**src/rtl/bsctrl_pkg.sv**
```systemverilog
// bsctrl_pkg: shared types and constants for the bitstream window controller.
//   state_e        : sequencer states (IDLE / FETCH / LOAD)
//   NBITS_MAX      : largest legal Show/Get width
//   REFILL_THRESH  : refill starts while incnt is at or below this
//   WIN_W          : width of the bit window
//   nbits_legal()  : 1 when a request width lies in 1..NBITS_MAX
package bsctrl_pkg;

  typedef enum logic [1:0] {
    ST_IDLE,
    ST_FETCH,
    ST_LOAD
  } state_e;

  localparam int unsigned NBITS_MAX     = 24;
  localparam int unsigned REFILL_THRESH = 24;
  localparam int unsigned WIN_W         = 32;

  function automatic logic nbits_legal(input logic [4:0] n);
    return (n != 5'd0) && (n <= 5'(NBITS_MAX));
  endfunction

endpackage

```
**src/rtl/bitstream_ctrl_if.sv**
```systemverilog
// bitstream_ctrl_if: requester and byte-buffer signals of bitstream_ctrl.
//   req/req_nbits/req_flush  requester -> ctrl (5-bit width per requester)
//   gnt/rd_data/err          ctrl -> requester, one-cycle pulses
//   mem_rd/mem_addr          ctrl -> byte buffer, read strobe and address
//   mem_data                 byte buffer -> ctrl, valid the cycle after mem_rd
//   bytes_avail/byte_taken   producer fill level and per-byte consume pulse
// modport slave : the controller; modport master : requesters + buffer side.
interface bitstream_ctrl_if
  import bsctrl_pkg::*;
#(
  parameter int unsigned NREQ   = 3,
  parameter int unsigned ADDR_W = 11
);
  logic [NREQ-1:0]   req;
  logic [NREQ*5-1:0] req_nbits;
  logic [NREQ-1:0]   req_flush;
  logic [NREQ-1:0]   gnt;
  logic [WIN_W-1:0]  rd_data;
  logic              err;
  logic              mem_rd;
  logic [ADDR_W-1:0] mem_addr;
  logic [7:0]        mem_data;
  logic [ADDR_W:0]   bytes_avail;
  logic              byte_taken;

  modport slave (
    input  req, req_nbits, req_flush, mem_data, bytes_avail,
    output gnt, rd_data, err, mem_rd, mem_addr, byte_taken
  );

  modport master (
    output req, req_nbits, req_flush, mem_data, bytes_avail,
    input  gnt, rd_data, err, mem_rd, mem_addr, byte_taken
  );
endinterface

```
**src/rtl/bsctrl_rr_arb.sv**
```systemverilog
// bsctrl_rr_arb: NREQ-way round-robin arbiter.
//   clk, rst : clock, synchronous active-high reset (pointer -> requester 0)
//   elig_i   : eligibility mask; all-zero means no arbitration this cycle
//   gnt_o    : one-hot combinational winner
// The pointer moves to winner+1 only in cycles that produce a winner.
module bsctrl_rr_arb
  import bsctrl_pkg::*;
#(
  parameter int unsigned NREQ = 3
) (
  input  logic            clk,
  input  logic            rst,
  input  logic [NREQ-1:0] elig_i,
  output logic [NREQ-1:0] gnt_o
);
  localparam int unsigned PW = (NREQ > 1) ? $clog2(NREQ) : 1;

  logic [PW-1:0] ptr_q, ptr_d;
  logic          found;
  int unsigned   idx;

  always_comb begin
    gnt_o = '0;
    ptr_d = ptr_q;
    found = 1'b0;
    idx   = 0;
    for (int unsigned off = 0; off < NREQ; off++) begin
      idx = (32'(ptr_q) + off) % NREQ;
      if (!found && elig_i[idx]) begin
        gnt_o[idx] = 1'b1;
        found      = 1'b1;
        ptr_d      = PW'((idx + 1) % NREQ);
      end
    end
  end

  always_ff @(posedge clk) begin
    if (rst) ptr_q <= '0;
    else     ptr_q <= ptr_d;
  end
endmodule

```
**src/rtl/bitstream_ctrl.sv**
```systemverilog
// bitstream_ctrl: owns the 32-bit bit window and its valid count (incnt),
// refills it one byte at a time from the byte buffer and serves Show_Bits /
// Get_Bits requests from NREQ requesters under round-robin arbitration.
//   clk, rst    : single clock, synchronous active-high reset
//   bus (slave) : requester handshake + byte buffer port (bitstream_ctrl_if)
//   align_req / align_done : only with BSCTRL_ALIGN_EN defined; flushes
//                 incnt mod 8 bits to reach a byte boundary.
module bitstream_ctrl
  import bsctrl_pkg::*;
#(
  parameter int unsigned NREQ      = 3,
  parameter int unsigned BUF_BYTES = 2048,
  parameter int unsigned ADDR_W    = 11
) (
  input  logic clk,
  input  logic rst,
`ifdef BSCTRL_ALIGN_EN
  input  logic align_req,
  output logic align_done,
`endif
  bitstream_ctrl_if.slave bus
);
  state_e            state_q, state_d;
  logic [WIN_W-1:0]  window_q, window_d;
  logic [5:0]        incnt_q, incnt_d;
  logic [ADDR_W-1:0] rd_ptr_q, rd_ptr_d;
  logic [NREQ-1:0]   gnt_q, gnt_d;
  logic [WIN_W-1:0]  rd_data_q, rd_data_d;
  logic              err_q, err_d;
`ifdef BSCTRL_ALIGN_EN
  logic              align_done_q, align_done_d;
`endif

  logic            refill_go;
  logic            arb_en;
  logic [NREQ-1:0] elig, arb_gnt;
  logic [4:0]      win_n;
  logic            win_flush;

  assign refill_go = (incnt_q <= 6'(REFILL_THRESH)) && (bus.bytes_avail != '0);

`ifdef BSCTRL_ALIGN_EN
  assign arb_en = (state_q == ST_IDLE) && !align_req && !refill_go;
`else
  assign arb_en = (state_q == ST_IDLE) && !refill_go;
`endif

  // A requester whose grant is visible this cycle still holds req; it is
  // masked so the same request is not served twice.
  always_comb begin
    elig = '0;
    for (int unsigned i = 0; i < NREQ; i++) begin
      elig[i] = arb_en && bus.req[i] && !gnt_q[i] &&
                (!nbits_legal(bus.req_nbits[i*5 +: 5]) ||
                 ({1'b0, bus.req_nbits[i*5 +: 5]} <= incnt_q));
    end
  end

  bsctrl_rr_arb #(.NREQ(NREQ)) u_arb (
    .clk    (clk),
    .rst    (rst),
    .elig_i (elig),
    .gnt_o  (arb_gnt)
  );

  always_comb begin
    win_n     = '0;
    win_flush = 1'b0;
    for (int unsigned i = 0; i < NREQ; i++) begin
      if (arb_gnt[i]) begin
        win_n     = bus.req_nbits[i*5 +: 5];
        win_flush = bus.req_flush[i];
      end
    end
  end

  always_comb begin
    state_d   = state_q;
    window_d  = window_q;
    incnt_d   = incnt_q;
    rd_ptr_d  = rd_ptr_q;
    gnt_d     = '0;
    rd_data_d = '0;
    err_d     = 1'b0;
`ifdef BSCTRL_ALIGN_EN
    align_done_d = 1'b0;
`endif
    unique case (state_q)
      ST_IDLE: begin
`ifdef BSCTRL_ALIGN_EN
        if (align_req) begin
          window_d     = window_q << incnt_q[2:0];
          incnt_d      = incnt_q - {3'b000, incnt_q[2:0]};
          align_done_d = 1'b1;
        end else
`endif
        if (refill_go) begin
          state_d = ST_FETCH;
        end else if (|arb_gnt) begin
          gnt_d = arb_gnt;
          if (!nbits_legal(win_n)) begin
            err_d = 1'b1;
          end else begin
            rd_data_d = window_q >> (6'd32 - {1'b0, win_n});
            if (win_flush) begin
              window_d = window_q << win_n;
              incnt_d  = incnt_q - {1'b0, win_n};
            end
          end
        end
      end
      ST_FETCH: begin
        rd_ptr_d = (rd_ptr_q == ADDR_W'(BUF_BYTES - 1)) ? '0 : rd_ptr_q + ADDR_W'(1);
        state_d  = ST_LOAD;
      end
      ST_LOAD: begin
        // incnt <= 24 here, so the new byte lands just below the valid bits.
        window_d = window_q | ({24'd0, bus.mem_data} << (6'(REFILL_THRESH) - incnt_q));
        incnt_d  = incnt_q + 6'd8;
        state_d  = ST_IDLE;
      end
      default: state_d = ST_IDLE;
    endcase
  end

  always_ff @(posedge clk) begin
    if (rst) begin
      state_q   <= ST_IDLE;
      window_q  <= '0;
      incnt_q   <= '0;
      rd_ptr_q  <= '0;
      gnt_q     <= '0;
      rd_data_q <= '0;
      err_q     <= 1'b0;
`ifdef BSCTRL_ALIGN_EN
      align_done_q <= 1'b0;
`endif
    end else begin
      state_q   <= state_d;
      window_q  <= window_d;
      incnt_q   <= incnt_d;
      rd_ptr_q  <= rd_ptr_d;
      gnt_q     <= gnt_d;
      rd_data_q <= rd_data_d;
      err_q     <= err_d;
`ifdef BSCTRL_ALIGN_EN
      align_done_q <= align_done_d;
`endif
    end
  end

  assign bus.gnt        = gnt_q;
  assign bus.rd_data    = rd_data_q;
  assign bus.err        = err_q;
  assign bus.mem_rd     = (state_q == ST_FETCH);
  assign bus.byte_taken = (state_q == ST_FETCH);
  assign bus.mem_addr   = rd_ptr_q;
`ifdef BSCTRL_ALIGN_EN
  assign align_done     = align_done_q;
`endif
endmodule

```
**src/flat_wrapper.sv**
```systemverilog
// flat-port wrapper written by rule: the top's interface ports become plain ports
module bitstream_ctrl_flat import bsctrl_pkg::*;
#(
  parameter int unsigned NREQ      = 3,
  parameter int unsigned BUF_BYTES = 2048,
  parameter int unsigned ADDR_W    = 11
)
  (clk, rst, bus_req, bus_req_nbits, bus_req_flush, bus_mem_data, bus_bytes_avail, bus_gnt, bus_rd_data, bus_err, bus_mem_rd, bus_mem_addr, bus_byte_taken);
  bitstream_ctrl_if #(.NREQ(NREQ), .ADDR_W(ADDR_W)) bus_i ();
  input  logic clk;
  input  logic rst;
  input wire logic [$bits(bus_i.req)-1:0] bus_req;
  input wire logic [$bits(bus_i.req_nbits)-1:0] bus_req_nbits;
  input wire logic [$bits(bus_i.req_flush)-1:0] bus_req_flush;
  input wire logic [$bits(bus_i.mem_data)-1:0] bus_mem_data;
  input wire logic [$bits(bus_i.bytes_avail)-1:0] bus_bytes_avail;
  output wire logic [$bits(bus_i.gnt)-1:0] bus_gnt;
  output wire logic [$bits(bus_i.rd_data)-1:0] bus_rd_data;
  output wire logic [$bits(bus_i.err)-1:0] bus_err;
  output wire logic [$bits(bus_i.mem_rd)-1:0] bus_mem_rd;
  output wire logic [$bits(bus_i.mem_addr)-1:0] bus_mem_addr;
  output wire logic [$bits(bus_i.byte_taken)-1:0] bus_byte_taken;
  assign bus_i.req = bus_req;
  assign bus_i.req_nbits = bus_req_nbits;
  assign bus_i.req_flush = bus_req_flush;
  assign bus_i.mem_data = bus_mem_data;
  assign bus_i.bytes_avail = bus_bytes_avail;
  assign bus_gnt = bus_i.gnt;
  assign bus_rd_data = bus_i.rd_data;
  assign bus_err = bus_i.err;
  assign bus_mem_rd = bus_i.mem_rd;
  assign bus_mem_addr = bus_i.mem_addr;
  assign bus_byte_taken = bus_i.byte_taken;
  bitstream_ctrl #(.NREQ(NREQ), .BUF_BYTES(BUF_BYTES), .ADDR_W(ADDR_W)) u_core (.clk(clk), .rst(rst), .bus(bus_i));
endmodule
```
**config.mk**
```make
export PLATFORM = sky130hd
export DESIGN_NAME = bitstream_ctrl_flat
export DESIGN_NICKNAME = d
export VERILOG_FILES = /design/src/rtl/bsctrl_pkg.sv /design/src/rtl/bitstream_ctrl_if.sv /design/src/rtl/bsctrl_rr_arb.sv /design/src/rtl/bitstream_ctrl.sv /design/src/flat_wrapper.sv
export SDC_FILE = /design/constraint.sdc
export NUM_CORES = 1
export LEC_CHECK = 0
export CORE_MARGIN = 5
export CORE_UTILIZATION = 50
export DETAILED_ROUTE_END_ITERATION = 8
export GPL_TIMING_DRIVEN = 0
export HOLD_SLACK_MARGIN = 0.06
export PLACE_DENSITY = 0.74
export SLEW_MARGIN = 20
export SYNTH_ARGS = -nofsm -noshare
export SYNTH_HDL_FRONTEND = slang
export SYNTH_SLANG_ARGS = --single-unit
```
**constraint.sdc**
```tcl
create_clock -name clk -period 6 [get_ports clk]
set_input_delay 1.2 -clock clk [delete_from_list [all_inputs] [get_ports clk]]
set_output_delay 1.2 -clock clk [all_outputs]
set_load 0.05 [all_outputs]
```
==> Word-level counts from Yosys, hierarchy flattened <==
Index checks and enable logic that the tools add are counted.
{ "op_classes": {"addsub": 10, "div_mod_pow": 6, "order_cmp": 14, "n_eq_ne": 8, "n_shift": 3, "mux": 40, "n_bitwise": 6, "reduce_logical": 44} }
{ "op_table": {"columns": ["cell", "count"], "rows": [
  ["$mod A32 B2 Y32 const B", 5],
  ["$mux W32", 4],
  ["$add A32 B1 Y32 const B", 3],
  ["$ge A32 B1 Y1 const B", 3],
  ["$lt A32 B3 Y1 const B", 3],
  ["$pmux W32 S2", 1],
  ["$mod A2 B2 Y32 const B", 1],
  ["$or A32 B32 Y32", 1],
  ["$shl A32 B5 Y32", 1],
  ["$shl A8 B6 Y32", 1],
  ["$shr A32 B6 Y32", 1],
  ["$mux W6", 4],
  ["$le A5 B5 Y1 const B", 4],
  ["$logic_and A1 B1 Y1", 20],
  ["$reduce_bool A5 Y1", 4],
  ["$le A5 B6 Y1", 3],
  ["$mux W5", 3],
  ["$mux W1", 12],
  ["$pmux W6 S2", 1],
  ["$reduce_bool A12 Y1", 1],
  ["$add A11 B1 Y11 const B", 1],
  ["$eq A11 B11 Y1 const B", 1],
  ["$mux W11", 1],
  ["$logic_not A1 Y1", 9],
  ["other kinds (26)", 43]
]} }
{ "word_totals": {"ff_bits": 89, "output_inout_bits": 49} }

==> Logic depth before layout (Yosys ltp) <==
{ "logic_depth": {"depth_word": 25, "depth_mapped": 28} }

==> By module <==
Synthesis repeated with hierarchy kept, for this count alone.
{ "hier_totals": {"hier_cells": 1049, "area_unflattened_um2": 8813.5} }
{ "by_module_without_submodules": {"columns": ["mod", "instances", "cells_per_inst", "area_each_um2", "seq_area_each_um2"], "rows": [
  ["bitstream_ctrl", 1, 934, 7908.8, 1741.7],
  ["bsctrl_rr_arb", 1, 115, 904.6, 40.0]
]} }

==> Worst setup path after synthesis <==
Ideal clock, no wire load.
{ "synth_path": {"path_kind": "in2reg", "start": "input bus_req_nbits[9]", "end": "register u_core.rd_data_q[5], in the netlist u_core.bus.rd_data[5]", "setup_time_ps": 116, "t_arrival_ps": 6295, "required_ps": 5884, "slack_ps": -410, "path_stages": 21, "path_buffers": 5, "cell_sequence": "ha_1 and4b_1 and3_1 o21ai_1 nand2_1 and4_1 a311o_1 a31oi_4 o21ai_4 o211ai_2 clkinv_1 buf_2 buf_1 ha_1 clkbuf_1 clkbuf_1 clkbuf_1 mux4_2 mux2i_1 o22ai_1 a31o_1"} }
{ "synth_via": {"elab_chain_cells": 21, "elab_cells_between_ends": 36, "cone_classes": "add/sub (1); order compare (3); shift (1); mux (14); bitwise (4); reduce/logical (13)"} }
{ "synth_rtl": {"columns": ["item", "line_no", "text"], "rows": [
  ["start: declaration", "flat_wrapper.sv:13", "input wire logic [$bits(bus_i.req_nbits)-1:0] bus_req_nbits;"],
  ["branches (longest 21 deep; another with $le A5 B5 Y1)", null, null],
  ["end signal: assignment", "bitstream_ctrl.sv:144", "rd_data_q <= rd_data_d;"],
  ["end: declaration", "bitstream_ctrl.sv:28", "logic [WIN_W-1:0] rd_data_q, rd_data_d;"]
]} }
Parallel ways; which one is timed is not known. The select of a mux whose other input is x is not followed.
A chain may end at the register's enable or synchronous reset.

==> Worst setup path in the final report <==
{ "layout_path": {"start": "input bus_req_nbits[13]", "end": "register u_core.rd_data_q[13], in the netlist u_core.bus.rd_data[13]"} }
The elaborated chain is that of the path after synthesis.

==> metrics.txt <==
Core Area 17,400 um2; CTS Buf Count 9; combinational share of power 16.3%; DR vias 9,620; via density per instance 6.61; HPWL after DPL 25,200 um; WP data arrival 6.17 ns; Final nets 1,309; global-route wire length before repair 51,900 um; initial antenna violation count 0; CP Launch Type input port; Synth Net Count 1,181; largest net degree at the start of global routing 20; FF+latch area 1780 um2; main flop type after synthesis dfxtp_1; Mapped Area 8860 um2; Slew Limit Fails 0; Seq cells post-synth 89; area grow syn2layout 23.3%; Flop pwr share 43.1%; vias in the first global route 9,206; CTS clk-pin slew, worst paths 0.07 ns; slew margin rel. 14.5%; EDFF count, synth 0; GRT Util Overall 32.2%; Peak VDD IR 129 uV; DR pass1 iterations 7; MaxCap Viol Count 0; fin crit period 5.87 ns; Pwr Total 1430 uW; Hold Slack 0.504 ns; Final Skew 0.00971 ns; final setup fails 0; part of the power in the clock network 40.6%; wire per inst 23.0 um; CTS sink count 89; share of layout cells above drive strength 1 16.3%; synthesized instance count 1,097; Root Driver clkbuf_16; # H-tree levels 3; CP Class in -> reg; internal power 990 uW; Reg2Reg Depth 25; fraction of registers with async set/reset 0%; Hold Path Depth 2; hold buffers post-CTS 0; Die H 143 um; crit path max fanout 17; CP endpoint kind flop; die width 143 um; Highest Clock Rate 0.170 GHz; Crit path required time 6.30 ns; DRC 0; worst slew pin tran 1.28 ns; PortBufs 91; Sw Ratio 30.9%; Placer Congestion 1.05; final worst path period share 97.8%; Final ANT Viol Nets 0; Final Hold Fails 0; Clock Latency Late Sink 0.36 ns; deepest clock path buffer count 2; Synth warnings 0; post-synth cell types 105; number of fill cells 1,582; LEAKAGE 0.00430 uW; syn_area_per_cell 8.08 um2; Starting DRT DRC Count 1,077; worst hold-check path type reg -> reg; # rows 48; status completed; I/O pin count 92; area of the multi-input gates 6870 um2; DIE AREA 20,500 um2; CTS tree built; RSZ-0062 raised after global routing yes; Core Util, Final 63.0%; NetSw 442 uW; Detailed Route WL 33,500 um; Initial Utilization 51.1%; post-synthesis sequential area ratio 20.1%; GRT Residual Overflow 0; pwr dens 131 nW/um2
final cells by class:
class / instances / share of cell area, %
antenna: 1 / 0.0229
buffer: 68 / 3.77
tap: 225 / 2.58
clock inverter: 7 / 0.676
clock buffer: 9 / 2.06
multi-input combinational: 899 / 62.8
inverter: 37 / 1.39
sequential: 89 / 16.3
timing repair buffer: 121 / 10.4
worst max-delay path, stage by stage:
cell,delay (ns)
dlygate4sd2_1,0.29
ha_1,0.32
a21o_1,0.16
a21oi_1,0.16
o211ai_1,0.22
and2_4,0.25
and4_1,0.20
a311o_2,0.41
a31o_1,0.29
a21oi_1,0.23
a21oi_2,0.09
buf_6,0.14
inv_6,0.16
buf_6,0.19
ha_1,0.22
nand3_4,0.13
nor2_1,0.14
ha_2,0.33
a2111oi_4,0.27
buf_4,0.20
nand2_1,0.14
o22ai_1,0.31
a21o_1,0.11
power by group through the flow:
stage	Sequential, uW	Clock, uW	Combinational [uW]
2_1_floorplan	626	0	124
3_3_place_gp	630	0	209
4_1_cts	616	590	220
3_5_place_dp	630	0	210
5_1_grt	618	612	248
6_report	617	582	234
cells in the final DEF, fill, tap and decap left out, drive strengths merged, types with 5 or more instances in the layout:
cell type | synthesis | final
xnor2 | 13 | 13
o21ai | 49 | 49
nand4 | 8 | 8
o31a | 6 | 6
nand2 | 119 | 119
and2 | 9 | 9
a311oi | 7 | 7
mux4 | 32 | 32
mux2 | 16 | 16
o211ai | 18 | 18
o32ai | 7 | 7
a21o | 12 | 12
and3 | 11 | 11
clkbuf | 38 | 46
nand3 | 32 | 32
nand2b | 6 | 6
clkdlybuf4s50 | 0 | 78
ha | 40 | 40
a21oi | 79 | 79
dlymetal6s2s | 0 | 6
o31ai | 9 | 9
a211o | 7 | 7
or2 | 7 | 7
a211oi | 28 | 28
o22ai | 12 | 12
a22o | 5 | 5
nor2 | 115 | 115
a31o | 5 | 5
dfxtp | 89 | 89
nor2b | 11 | 11
inv | 35 | 38
mux2i | 90 | 90
o311ai | 5 | 5
a31oi | 13 | 13
xor2 | 9 | 9
nor3 | 45 | 45
o22a | 10 | 10
buf | 34 | 64
per-stage QoR:
stage	worst slack [ns]	cells	setup TNS [ns]	area [um2]
floorplan	0.00350	1097	0	8880
global placement	-2.26	1413	-129.88	10100
detailed placement	-2.20	1413	-126.48	10100
CTS	0.000246	1446	0	10700
global route	-0.0335	1455	-0.126	10900
finish	0.134	1456	0	10900
repair_timing:
| action | in CTS | in global routing |
|---|---|---|
| pin swaps | 15 | 19 |
| resized for setup | 58 | 49 |
| setup buffers | 20 | 10 |
| endpoints found under the hold margin | 0 | 0 |
| endpoints found under the setup margin | 72 | 72 |
cell usage after synthesis (15+ instances only):
| library cell | number | share of area (%) |
|---|---|---|
| mux2i_1 | 90 | 10 |
| buf_2 | 16 | 0.90 |
| nand2_1 | 118 | 5.0 |
| o21ai_0 | 32 | 1.8 |
| inv_1 | 31 | 1.3 |
| nand3_1 | 32 | 1.8 |
| ha_1 | 40 | 5.6 |
| a21oi_1 | 79 | 4.5 |
| nor3_1 | 43 | 2.4 |
| clkbuf_1 | 37 | 1.6 |
| mux4_2 | 31 | 7.9 |
| nor2_1 | 115 | 4.9 |
| dfxtp_1 | 89 | 20 |
| o21ai_1 | 15 | 0.85 |
| a211oi_1 | 26 | 2.2 |
cell families (layout without fill, tap and decap cells):
kind of cell,Yosys count,after routing,synth area share [%]
flip-flops,89,89,20.1
buffers and inverters,109,242,5.67
XOR/XNOR,22,22,2.26
adder cells (fa/ha/maj),42,42,5.99
AND/OR/NAND/NOR,383,383,20.0
multiplexers,138,138,20.5
other,0,1,0
AO/OA/AOI/OAI,314,314,25.5
layer usage:
layer / global-route usage [%] / part of all wire [%] / vias up
met1: 41.7 / 40 / 4472
met3: 6.66 / 10 / 134
li1: - / - / 4400
met5: 0 / 0 / -
met2: 52.3 / 45 / 614
met4: 13.5 / 4.4 / 0
flip-flops by register name, indices dropped and copies added (netlist names):
| name | cells |
|---|---|
| u_core.incnt_q | 6 |
| u_core.window_q | 32 |
| u_core.bus.gnt | 3 |
| u_core.u_arb.ptr_q | 2 |
| u_core.bus.err | 1 |
| u_core.bus.rd_data | 32 |
| u_core.bus.mem_addr | 11 |
| u_core.state_q | 2 |
path summary, 6_finish.rpt:
| path | slack (ns) | startpoint | endpoint |
|---|---|---|---|
| setup reg to reg | 0.34 | u_core.incnt_q[0] | u_core.bus.rd_data[13] |
| hold / removal | 0.50 | u_core.bus.mem_addr[10] | u_core.bus.mem_addr[10] |
| setup / recovery | 0.13 | bus_req_nbits[13] | u_core.bus.rd_data[13] |
| hold reg to reg | 0.50 | u_core.bus.mem_addr[10] | u_core.bus.mem_addr[10] |
(Power assumes the default switching activity.)
